[src/rtl/mem_access_unit.sv]
// mem_access_unit
// Memory-stage data-access engine between the EX/MEM register and the data
// memory bus. Turns decoded store/load control into one bus transaction,
// formats store byte enables and lane-replicated data, and extends returned
// load data. Holds the pipeline while an access is outstanding, and aborts an
// access that spends WAIT_LIMIT cycles in REQ+WAIT.
//
// Ports
//   clk, rst_n          clock, asynchronous active-low reset
//   mem_write/mem_read  store / load present in MEM (write wins if both)
//   mem_store_type      00 SB, 01 SH, 10 SW, 11 no write
//   mem_load_type       000 LB, 001 LH, 010 LW, 011 LBU, 100 LHU, other = LW
//   addr, wdata         byte address and store data
//   stall               hold the pipeline (combinational IDLE term)
//   load_data           extended load result, valid with load_valid
//   load_valid          one-cycle pulse in DONE after a successful load
//   misaligned          one-cycle pulse after a rejected access
//   bus_error           one-cycle pulse in DONE after a timeout abort
//   dmem_*              data-memory request/response bus
module mem_access_unit #(
  parameter int WAIT_LIMIT = 255
) (
  input  logic        clk,
  input  logic        rst_n,
  input  logic        mem_write,
  input  logic        mem_read,
  input  logic [1:0]  mem_store_type,
  input  logic [2:0]  mem_load_type,
  input  logic [31:0] addr,
  input  logic [31:0] wdata,
  output logic        stall,
  output logic [31:0] load_data,
  output logic        load_valid,
  output logic        misaligned,
  output logic        bus_error,
  output logic        dmem_req,
  output logic        dmem_we,
  output logic [31:0] dmem_addr,
  output logic [3:0]  dmem_be,
  output logic [31:0] dmem_wdata,
  input  logic        dmem_gnt,
  input  logic        dmem_rvalid,
  input  logic [31:0] dmem_rdata
);

  // The counter only has to represent 0 .. WAIT_LIMIT-1.
  localparam int CNT_W = (WAIT_LIMIT > 1) ? $clog2(WAIT_LIMIT) : 1;

  typedef enum logic [1:0] {
    S_IDLE = 2'd0,
    S_REQ  = 2'd1,
    S_WAIT = 2'd2,
    S_DONE = 2'd3
  } state_t;

  // Byte enables for a store of the given type at the given byte offset.
  function automatic logic [3:0] store_be(input logic [1:0] st, input logic [1:0] ofs);
    case (st)
      2'b00:   store_be = 4'b0001 << ofs;
      2'b01:   store_be = 4'b0011 << {ofs[1], 1'b0};
      2'b10:   store_be = 4'b1111;
      default: store_be = 4'b0000;
    endcase
  endfunction

  // Replicate the store data onto every lane it could occupy.
  function automatic logic [31:0] store_fmt(input logic [1:0] st, input logic [31:0] wd);
    case (st)
      2'b00:   store_fmt = {4{wd[7:0]}};
      2'b01:   store_fmt = {2{wd[15:0]}};
      default: store_fmt = wd;
    endcase
  endfunction

  // Select the addressed lane and sign- or zero-extend it.
  function automatic logic [31:0] load_extend(input logic [2:0] lt, input logic [1:0] lane,
                                              input logic [31:0] rd);
    logic [7:0]  b;
    logic [15:0] h;
    b = rd[{lane, 3'b000} +: 8];
    h = rd[{lane[1], 4'b0000} +: 16];
    case (lt)
      3'b000:  load_extend = {{24{b[7]}}, b};
      3'b001:  load_extend = {{16{h[15]}}, h};
      3'b011:  load_extend = {24'h00_0000, b};
      3'b100:  load_extend = {16'h0000, h};
      default: load_extend = rd;
    endcase
  endfunction

  // Half accesses need an even address, word accesses a multiple of four.
  function automatic logic access_misaligned(input logic is_st, input logic [1:0] st,
                                             input logic [2:0] lt, input logic [1:0] ofs);
    logic half;
    logic word;
    if (is_st) begin
      half = (st == 2'b01);
      word = (st == 2'b10);
    end else begin
      half = (lt == 3'b001) || (lt == 3'b100);
      word = !((lt == 3'b000) || (lt == 3'b011) || half);
    end
    access_misaligned = (half && ofs[0]) || (word && (ofs != 2'b00));
  endfunction

  state_t             state_q, state_d;
  logic [CNT_W-1:0]   cnt_q, cnt_d;
  logic               req_q, req_d;
  logic               we_q, we_d;
  logic [31:0]        addr_q, addr_d;
  logic [3:0]         be_q, be_d;
  logic [31:0]        wdata_q, wdata_d;
  logic [2:0]         lt_q, lt_d;
  logic [1:0]         lane_q, lane_d;
  logic [31:0]        load_data_q, load_data_d;
  logic               load_valid_q, load_valid_d;
  logic               misaligned_q, misaligned_d;
  logic               bus_error_q, bus_error_d;

  logic               is_store_s;
  logic               is_load_s;
  logic               misalign_s;
  logic               good_start_s;
  logic               timeout_s;

  assign is_store_s   = mem_write && (mem_store_type != 2'b11);
  assign is_load_s    = !is_store_s && mem_read;
  assign misalign_s   = access_misaligned(is_store_s, mem_store_type, mem_load_type, addr[1:0]);
  assign good_start_s = (state_q == S_IDLE) && (is_store_s || is_load_s) && !misalign_s;
  // Last permitted REQ/WAIT cycle: no completion now means abort.
  assign timeout_s    = (cnt_q == CNT_W'(WAIT_LIMIT - 1));

  // Stall is forced low while in reset so a held instruction cannot freeze the pipe.
  assign stall = rst_n && (good_start_s || (state_q == S_REQ) || (state_q == S_WAIT));

  // Next-state and next-output computation for the access FSM.
  always_comb begin
    state_d      = state_q;
    cnt_d        = cnt_q;
    req_d        = req_q;
    we_d         = we_q;
    addr_d       = addr_q;
    be_d         = be_q;
    wdata_d      = wdata_q;
    lt_d         = lt_q;
    lane_d       = lane_q;
    load_data_d  = load_data_q;
    load_valid_d = 1'b0;
    misaligned_d = 1'b0;
    bus_error_d  = 1'b0;
    case (state_q)
      S_IDLE: begin
        if (is_store_s || is_load_s) begin
          if (misalign_s) begin
            misaligned_d = 1'b1;
          end else begin
            state_d = S_REQ;
            cnt_d   = '0;
            req_d   = 1'b1;
            we_d    = is_store_s;
            addr_d  = {addr[31:2], 2'b00};
            be_d    = is_store_s ? store_be(mem_store_type, addr[1:0]) : 4'b0000;
            wdata_d = is_store_s ? store_fmt(mem_store_type, wdata) : 32'h0000_0000;
            lt_d    = mem_load_type;
            lane_d  = addr[1:0];
          end
        end else begin
          state_d = S_IDLE;
        end
      end
      S_REQ: begin
        cnt_d = cnt_q + CNT_W'(1);
        // A granted write is complete; a read still needs its data.
        if (dmem_gnt && we_q) begin
          req_d   = 1'b0;
          state_d = S_DONE;
        end else if (timeout_s) begin
          req_d       = 1'b0;
          bus_error_d = 1'b1;
          load_data_d = 32'h0000_0000;
          state_d     = S_DONE;
        end else if (dmem_gnt) begin
          req_d   = 1'b0;
          state_d = S_WAIT;
        end else begin
          req_d = 1'b1;
        end
      end
      S_WAIT: begin
        cnt_d = cnt_q + CNT_W'(1);
        if (dmem_rvalid) begin
          load_data_d  = load_extend(lt_q, lane_q, dmem_rdata);
          load_valid_d = 1'b1;
          state_d      = S_DONE;
        end else if (timeout_s) begin
          bus_error_d = 1'b1;
          load_data_d = 32'h0000_0000;
          state_d     = S_DONE;
        end else begin
          state_d = S_WAIT;
        end
      end
      S_DONE: begin
        // Instruction is still on the inputs this cycle; it must not restart.
        state_d = S_IDLE;
      end
      default: begin
        state_d = S_IDLE;
        req_d   = 1'b0;
      end
    endcase
  end

  // State and registered-output flops.
  always_ff @(posedge clk or negedge rst_n) begin
    if (!rst_n) begin
      state_q      <= S_IDLE;
      cnt_q        <= '0;
      req_q        <= 1'b0;
      we_q         <= 1'b0;
      addr_q       <= 32'h0000_0000;
      be_q         <= 4'b0000;
      wdata_q      <= 32'h0000_0000;
      lt_q         <= 3'b000;
      lane_q       <= 2'b00;
      load_data_q  <= 32'h0000_0000;
      load_valid_q <= 1'b0;
      misaligned_q <= 1'b0;
      bus_error_q  <= 1'b0;
    end else begin
      state_q      <= state_d;
      cnt_q        <= cnt_d;
      req_q        <= req_d;
      we_q         <= we_d;
      addr_q       <= addr_d;
      be_q         <= be_d;
      wdata_q      <= wdata_d;
      lt_q         <= lt_d;
      lane_q       <= lane_d;
      load_data_q  <= load_data_d;
      load_valid_q <= load_valid_d;
      misaligned_q <= misaligned_d;
      bus_error_q  <= bus_error_d;
    end
  end

  assign dmem_req   = req_q;
  assign dmem_we    = we_q;
  assign dmem_addr  = addr_q;
  assign dmem_be    = be_q;
  assign dmem_wdata = wdata_q;
  assign load_data  = load_data_q;
  assign load_valid = load_valid_q;
  assign misaligned = misaligned_q;
  assign bus_error  = bus_error_q;

endmodule

[config.mk]
export PLATFORM = sky130hd
export DESIGN_NAME = mem_access_unit
export DESIGN_NICKNAME = d
export VERILOG_FILES = /design/src/rtl/mem_access_unit.sv
export SDC_FILE = /design/constraint.sdc
export NUM_CORES = 1
export LEC_CHECK = 0
export BUFFER_PORTS_ARGS = -buffer_cell sky130_fd_sc_hd__buf_4
export CORE_MARGIN = 10
export CORE_UTILIZATION = 40
export CTS_BUF_LIST = sky130_fd_sc_hd__clkbuf_8
export CTS_CLUSTER_DIAMETER = 100
export DETAILED_ROUTE_END_ITERATION = 6
export PLACE_DENSITY = 0.67
export SYNTH_ARGS = -nofsm -noshare
export SYNTH_HDL_FRONTEND = slang
export SYNTH_SLANG_ARGS = --single-unit
[constraint.sdc]
create_clock -name clk -period 2.4 [get_ports clk]
set_input_delay 0.48 -clock clk [delete_from_list [all_inputs] [get_ports clk]]
set_output_delay 0.48 -clock clk [all_outputs]
set_load 0.1 [all_outputs]
After elaboration in Yosys (flattened, before gate mapping)
Cells that the tools add are included.

Input bits: 107. Register bits: 118. Output and inout bits: 106. Logic and storage cells: 106.

Bitwise gates (word level): 1. Equal/unequal tests: 18. Shift operators: 4. Mux-type cells: 37. Reduce and logical (&&, ||, !) cells: 32. Add/subtract/negate cells: 1.

Operators by type and width (number): 2-to-1 mux 32 bit (4); case mux 32 bit (2 select lines) (2); case mux 32 bit (4 select lines) (1); variable part select 32 x 6 -> 16 bit (1); variable part select 32 x 6 -> 8 bit (1); 2-to-1 mux 1 bit (17); 2-to-1 mux 8 bit (2); case mux 8 bit (2 select lines) (1); case mux 4 bit (3 select lines) (1); 2-to-1 mux 2 bit (5); AND reduction 3 bit (3); adder 8 x 1 -> 8 bit, second input constant (1); == test 8 bit, second input constant (1); logical AND 1 bit (8); case mux 2 bit (4 select lines) (1); nonzero test 2 bit (4); logical OR 1 bit (7); == test 2 bit, second input constant (3); == test 3 x 1 -> 1 bit, second input constant (2); == test 3 x 2 -> 1 bit, second input constant (2); == test 3 bit, second input constant (2); zero test 3 bit (2); != test 2 bit, second input constant (3); == test 2 x 1 -> 1 bit, second input constant (2); other kinds (12) (17).

Logic depth before layout (Yosys ltp)
Gate-level depths: netlist (run 1).

Word-level depth: 12. Gate-level depth with buffers: 8. Gate-level depth less buffers: 7.

Least setup slack after synthesis (run 1)
No wires, ideal clock.

Kind: input -> output. Start point: in mem_store_type[1]. End point: out stall. Required time: 1.920 ns. Arrival time: 2.344 ns. Stages: 8. Path buffers: 3. Path slack: -0.424 ns. Cells stage by stage: buf_2 > xnor2_1 > o32ai_2 > nor2_2 > and3_4 > buf_6 > buf_6 > o31a_1.

Longest elaborated chain between the ends: 10. Elaborated cells on any way between the ends: 18. Those cells by class: eq/ne: 3; mux: 2; reduce/logical: 13.

Ends and longest elaborated chain: start, declared (line 27) `input logic [1:0] mem_store_type,`; != test 2 bit (line 126) `assign is_store_s = mem_write && (mem_store_type != 2'b11);`; logical AND 1 bit (line 126); 2-to-1 mux 1 bit or zero test 1 bit (tied branches) (line 96, 127); logical AND 1 bit (on tied branches) (line 103, 127); logical OR 1 bit (on tied branches) (line 103, 129); zero test 1 bit or logical AND 1 bit (tied branches) (line 129) `assign good_start_s = (state_q == S_IDLE) && (is_store_s || is_load_s) && !misalign_s;`; logical AND 1 bit (*) (line 129); logical OR 1 bit (*) (2 in series) (line 134) `assign stall = rst_n && (good_start_s || (state_q == S_REQ) || (state_q == S_WAIT));`; logical AND 1 bit (*) (line 134); end, declared (line 31) `output logic stall,`.

Mark *: on every way between the ends. The rest lies on a longest branch, timed or not.

Final worst setup path (run 1)
Start point: in mem_load_type[0]. End point: out stall.

Longest elaborated chain between the ends: 12. Elaborated cells on any way between the ends: 18. Those cells by class: eq/ne: 3; mux: 2; reduce/logical: 13.

Ends and longest elaborated chain: start, declared (line 28) `input logic [2:0] mem_load_type,`; == test 3 x 2 -> 1 bit (tied with other cells) (line 101) `word = !((lt == 3'b000) || (lt == 3'b011) || half);`; logical OR 1 bit (on tied branches) (line 101, 100); logical OR 1 bit (line 101); zero test 1 bit (line 101); 2-to-1 mux 1 bit (line 96) `if (is_st) begin`; logical AND 1 bit (line 103) `access_misaligned = (half && ofs[0]) || (word && (ofs != 2'b00));`; logical OR 1 bit (*) (line 103); zero test 1 bit (*) (line 129); logical AND 1 bit (*) (line 129); logical OR 1 bit (*) (2 in series) (line 134); logical AND 1 bit (*) (line 134).

Marked as above.

==> impl_metrics.env, run 1 <==
export IMPL_max_slew_worst_pin_slew_ps=720
export IMPL_routed_via_count=5094
export IMPL_ys_seq_area_share_pct=49.5
export IMPL_max_freq_mhz=427
export IMPL_grt_first_pass_wirelength_mm=30.0
export IMPL_insertedDiodeCount=0
export IMPL_grt_total_usage_pct=18.5
export IMPL_ys_warnings_count=0
export IMPL_synth_edff_count=0
export IMPL_syn_area_um2=5960
export IMPL_minimum_clock_period_ps=2340
export IMPL_synth_largest_type_area_fraction_pct=49.5
export IMPL_maximum_fanout_along_the_worst_path=4
export IMPL_wl_met3_mm=1.76
export IMPL_floorplan_die_width_um=142
export IMPL_initial_utilization_pct=40.8
export IMPL_cts_max_level=4
export IMPL_tritoncts_num_buffers=17
export IMPL_clock_tree_buffer_depth=2
export IMPL_synth_area_top_cells="sky130_fd_sc_hd__dfrtp_1, sky130_fd_sc_hd__mux2_4, sky130_fd_sc_hd__mux2i_1, sky130_fd_sc_hd__o2bb2ai_1, sky130_fd_sc_hd__a22o_1"
export IMPL_final_worst_setup_slack_ps=57.0
export IMPL_antenna_found_initial=0
export IMPL_timing_clock_skew_ps=12.3
export IMPL_grt_max_degree=119
export IMPL_ys_seq_elements=118
export IMPL_placement_rows=44
export IMPL_grt_setup_unrepaired="no"
export IMPL_post_drt_wl_per_cell_um=20.7
export IMPL_startpoint_type="input port"
export IMPL_post_dp_hpwl_mm=14.3
export IMPL_cts_clk_slew_worst_paths_ps=80
export IMPL_drt_first_iter_violations=279
export IMPL_drt_pre_antenna_iters=5
export IMPL_final_fill_count=1285
export IMPL_layout_nets=845
export IMPL_totalNegativeSetupSlack_ps=0
export IMPL_report_final_setup_viol=0
export IMPL_flip_flop_cell_with_the_highest_count_after_synthesis="sky130_fd_sc_hd__dfrtp_1"
export IMPL_tritoncts_num_sinks=118
export IMPL_floorplan_die_height_um=142
export IMPL_met2_length_mm=9.35
export IMPL_layout_common_cells="sky130_fd_sc_hd__buf_4, sky130_fd_sc_hd__dfrtp_1, sky130_fd_sc_hd__nand2_1"
export IMPL_worst_skew_pair_later_pin_latency_ps=440
export IMPL_status="finished clean"
export IMPL_grt_overflow=0
export IMPL_drt_total_wl_mm=19.2
export IMPL_syn2layout_area_growth_pct=37.9
export IMPL_synth_largest_area_cell="sky130_fd_sc_hd__dfrtp_1"
export IMPL_tritoncts_clock_tree="built"
export IMPL_clockRootBuffer="sky130_fd_sc_hd__clkbuf_8"
export IMPL_synth_cells=509
export IMPL_io_buffers=210
export IMPL_syn_mean_instance_area_um2=11.7
export IMPL_fp_dieArea_um2=20200
export IMPL_yosys_cell_types_count=63
export IMPL_end_kind="output port"
export IMPL_routedLengthMet1_mm=7.87
export IMPL_worstHoldPathType="input port to async pin"
export IMPL_drv_slew=0
export IMPL_slew_headroom_pct=52.0
export IMPL_proportion_of_synthesized_flip_flops_having_asynchronous_set_or_reset_pct=100
export IMPL_timing_critical_path_arrival_ps=1860
export IMPL_fraction_of_final_layout_cells_with_drive_strength_greater_than_1_pct=44.2
export IMPL_critical_path_class="input port to output port"
export IMPL_via_density=5.49
export IMPL_drv_cap=0
export IMPL_first_global_vias=5450
export IMPL_critPathRequiredTime_ps=1920
export IMPL_dp_slack_ps=17.9
export IMPL_finalCritPeriodShare_pct=97.6
export IMPL_highest_layer="met4"
export IMPL_hold_viol_final=0
export IMPL_core_region_area_um2=14600
export IMPL_drc=0
export IMPL_layout_commonest_cell="sky130_fd_sc_hd__buf_4"
export IMPL_final_util_pct=56.3
export IMPL_gp_congestion=0.853
export IMPL_drt_antenna_violating_nets=0
export IMPL_ios=213
==> registers in the layout, summed over array words and instances (netlist names) <==
name,count
load_valid,1
misaligned,1
state_q,2
cnt_q,8
load_data,32
dmem_addr,30
dmem_wdata,32
dmem_we,1
dmem_be,4
bus_error,1
dmem_req,1
lt_q,3
lane_q,2
==> per-layer routing <==
layer | global-route usage (%) | up-vias
met5 | 0 | -
met4 | 5.65 | 0
met3 | 7.41 | 17
met2 | 29.6 | 195
met1 | 22.5 | 2532
li1 | - | 2350
==> cell type report <==
cell class	count	area (um^2)	share of cell area (%)
sequential	118	2950	35.9
inverter	11	41.3	0.502
clock inverter	14	114	1.39
clock buffer	18	248	3.01
timing repair buffer	240	1820	22.1
multi-input combinational	343	2820	34.3
tap	184	230	2.80
==> cell families after synthesis <==
logic type               Yosys count  synth area share, %
AO/OA/AOI/OAI                    152                 20.1
flip-flops                       118                 49.5
AND/OR/NAND/NOR                  102                 8.59
multiplexers                      72                 14.9
buffers and inverters             49                 4.03
adder cells (fa/ha/maj)           13                 2.48
XOR/XNOR                           2                0.294
other                              1               0.0629
==> synthesized netlist by cell type, drive strengths merged, types with 2 or more instances <==
| master | n |
|---|---|
| nand3 | 11 |
| nor2b | 5 |
| nor2 | 19 |
| buf | 22 |
| nor3 | 4 |
| a22o | 25 |
| o21ai | 25 |
| clkbuf | 16 |
| ha | 7 |
| and3 | 2 |
| a21oi | 14 |
| o32ai | 2 |
| mux2 | 38 |
| xnor2 | 2 |
| a31oi | 3 |
| a211oi | 7 |
| o22ai | 2 |
| and2 | 2 |
| o21a | 3 |
| inv | 11 |
| o211ai | 2 |
| nand2b | 5 |
| nand2 | 37 |
| nor4 | 2 |
| o22a | 2 |
| o31ai | 3 |
| mux2i | 33 |
| maj3 | 6 |
| a21boi | 2 |
| dfrtp | 118 |
| or2 | 9 |
| a211o | 6 |
| a32o | 4 |
| a221o | 17 |
| o2bb2ai | 27 |
==> path summary, 6_finish.rpt <==
kind	from	end	slack [ps]	cells past startpoint
max in group asynchronous	rst_n	dmem_addr[3]$_DFFE_PN0P_	1780	2
worst max-delay path	mem_load_type[0]	stall	60	7
worst max register to register	state_q[1]$_DFFE_PN0P_	load_data[24]$_DFFE_PN0P_	250	7
worst min-delay path	rst_n	load_data[26]$_DFFE_PN0P_	170	2
worst min register to register	load_data[4]$_DFFE_PN0P_	load_data[4]$_DFFE_PN0P_	490	1
min in group clk	addr[28]	dmem_addr[28]$_DFFE_PN0P_	260	2
==> timing repair <==
action | in CTS | in global routing
setup endpoints to repair | 0 | 17
resized for setup | 0 | 2
hold buffers | 0 | 0
setup buffers | 0 | 1
==> worst max-delay path: stages <==
cell	delay [ps]
sky130_fd_sc_hd__buf_4	130
sky130_fd_sc_hd__mux2i_1	120
sky130_fd_sc_hd__o31ai_2	300
sky130_fd_sc_hd__nor2_2	100
sky130_fd_sc_hd__and3_4	200
sky130_fd_sc_hd__o31a_4	330
sky130_fd_sc_hd__buf_6	180
==> metrics by stage <==
stage	cells	hold slack (ps)	area (um^2)
floorplan	510	184	6020
global placement	895	477	7840
detailed placement	895	475	7840
CTS	927	184	8200
global route	928	211	8220
finish	928	172	8220
Power of run 1 is left out: the tool's default activity adds up to more than one toggle a clock period on the data nets, which glitch-free logic cannot reach.
==> inputs of run 2 (changes only) <==
--- a/config.mk
+++ b/config.mk
@@ -11,7 +11,7 @@
 export CTS_BUF_LIST = sky130_fd_sc_hd__clkbuf_8
 export CTS_CLUSTER_DIAMETER = 100
 export DETAILED_ROUTE_END_ITERATION = 6
-export PLACE_DENSITY = 0.67
+export PLACE_DENSITY = 0.78
 export SYNTH_ARGS = -nofsm -noshare
 export SYNTH_HDL_FRONTEND = slang
 export SYNTH_SLANG_ARGS = --single-unit
==> run 2 against run 1 <==
Core utilization grew 0.46 points. Routed wire length shrank 1.5%. Flip-flop and latch count is the same. Critical endpoint unchanged.
==> impl_metrics.env, run 2 (synthesized netlist as in run 1, its figures left out) <==
export IMPL_end_kind="output port"
export IMPL_cts_max_level=4
export IMPL_status="finished clean"
export IMPL_via_density=5.48
export IMPL_grt_busiest_layer="met2"
export IMPL_totalNegativeSetupSlack_ps=0
export IMPL_worst_skew_pair_later_pin_latency_ps=440
export IMPL_hold_viol_final=0
export IMPL_timing_clock_skew_ps=10.2
export IMPL_io_buffers=210
export IMPL_layout_area_seq_um2=2950
export IMPL_timing_critical_path_arrival_ps=1840
export IMPL_footprint_of_the_multi_input_gates_um2=2820
export IMPL_globalRouteMet1Util_pct=21.8
export IMPL_grt_first_pass_wirelength_mm=29.9
export IMPL_insertedDiodeCount=0
export IMPL_minimum_clock_period_ps=2320
export IMPL_drt_total_wl_mm=18.9
export IMPL_slew_headroom_pct=48.9
export IMPL_routed_via_count=5101
export IMPL_clock_tree_buffer_depth=2
export IMPL_finalCritPeriodShare_pct=96.8
export IMPL_report_final_setup_viol=0
export IMPL_syn2layout_area_growth_pct=39.1
export IMPL_grt_total_usage_pct=18.4
export IMPL_tritoncts_num_buffers=17
export IMPL_fraction_of_final_layout_cells_with_drive_strength_greater_than_1_pct=44.8
export IMPL_maximum_fanout_along_the_worst_path=5
export IMPL_layout_common_cells="sky130_fd_sc_hd__buf_4, sky130_fd_sc_hd__dfrtp_1, sky130_fd_sc_hd__nand2_1"
export IMPL_antenna_found_initial=0
export IMPL_floorplan_die_width_um=142
export IMPL_grt_overflow=0
export IMPL_gp_congestion=0.892
export IMPL_grt_met3_usage_pct=7.11
export IMPL_holdBufCountCts=0
export IMPL_use_met2_pct=29.9
export IMPL_initial_utilization_pct=40.8
export IMPL_ios=213
export IMPL_drv_cap=0
export IMPL_drv_slew=0
export IMPL_drt_pre_antenna_iters=5
export IMPL_drt_antenna_violating_nets=0
export IMPL_core_region_area_um2=14600
export IMPL_drt_first_iter_violations=360
export IMPL_post_drt_wl_per_cell_um=20.4
export IMPL_max_freq_mhz=430
export IMPL_floorplan_die_height_um=142
export IMPL_first_global_vias=5573
export IMPL_clockRootBuffer="sky130_fd_sc_hd__clkbuf_8"
export IMPL_critical_path_class="flop to output port"
export IMPL_critPathRequiredTime_ps=1920
export IMPL_grt_max_degree=61
export IMPL_worstHoldPathType="input port to async pin"
export IMPL_layout_nets=848
export IMPL_drc=0
export IMPL_cts_clk_slew_worst_paths_ps=70
export IMPL_tritoncts_num_sinks=118
export IMPL_tritoncts_clock_tree="built"
export IMPL_fp_dieArea_um2=20200
export IMPL_final_fill_count=1226
export IMPL_post_dp_hpwl_mm=14.5
export IMPL_grt_setup_unrepaired="no"
export IMPL_max_slew_worst_pin_slew_ps=767
export IMPL_startpoint_type="flop"
export IMPL_placement_rows=44
export IMPL_layout_commonest_cell="sky130_fd_sc_hd__buf_4"
[run 2: final cells by class]
class | count | share of cell area [%]
sequential | 118 | 35.6
multi-input combinational | 343 | 34.0
timing repair buffer | 243 | 22.1
clock buffer | 19 | 3.16
tap | 184 | 2.78
clock inverter | 12 | 1.86
inverter | 11 | 0.498
[run 2: final timing paths]
kind | slack, ps | from | end | cells after the start
setup / recovery | 80 | state_q[0]$_DFFE_PN0P_ | stall | 5
hold / removal | 260 | rst_n | dmem_addr[28]$_DFFE_PN0P_ | 2
setup reg to reg | 300 | cnt_q[0]$_DFFE_PN0P_ | load_data[19]$_DFFE_PN0P_ | 7
hold reg to reg | 500 | dmem_be[0]$_DFFE_PN0P_ | dmem_be[0]$_DFFE_PN0P_ | 1
max in group asynchronous | 1610 | rst_n | dmem_addr[9]$_DFFE_PN0P_ | 2
min in group clk | 270 | addr[24] | dmem_addr[24]$_DFFE_PN0P_ | 2
[run 2: worst max-delay path, stage by stage, from the launching register on]
cell and delay [ps]:
sky130_fd_sc_hd__dfrtp_1 420, sky130_fd_sc_hd__buf_4 150, sky130_fd_sc_hd__ha_1 220, sky130_fd_sc_hd__buf_4 160, sky130_fd_sc_hd__o31a_4 280, sky130_fd_sc_hd__buf_8 170
[run 2: timing repair]
action / CTS / global route
endpoints found under the setup margin: 1 / 17
pin swaps: 0 / 0
resized for setup: 1 / 3
setup buffers: 0 / 2
[run 2: stage by stage]
step	instance area (um^2)	hold slack (ps)	utilization (%)	cells	worst slack, ps
final	8290	258	56.8	930	75.9
after global routing	8290	239	56.8	930	1.63
after CTS	8260	242	56.6	928	19.9
after detailed placement	7850	480	53.8	897	33.3
after global placement	7850	474	53.8	897	71.4
after floorplan	6020	184	-	510	3.15
[run 2: layer usage]
layer / routed length, um / vias to the layer above
li1: - / 2355
met1: 7570 / 2495
met2: 9340 / 223
met3: 1660 / 28
met4: 362 / 0
met5: 0 / -
Power of run 2 is left out for the same reason.
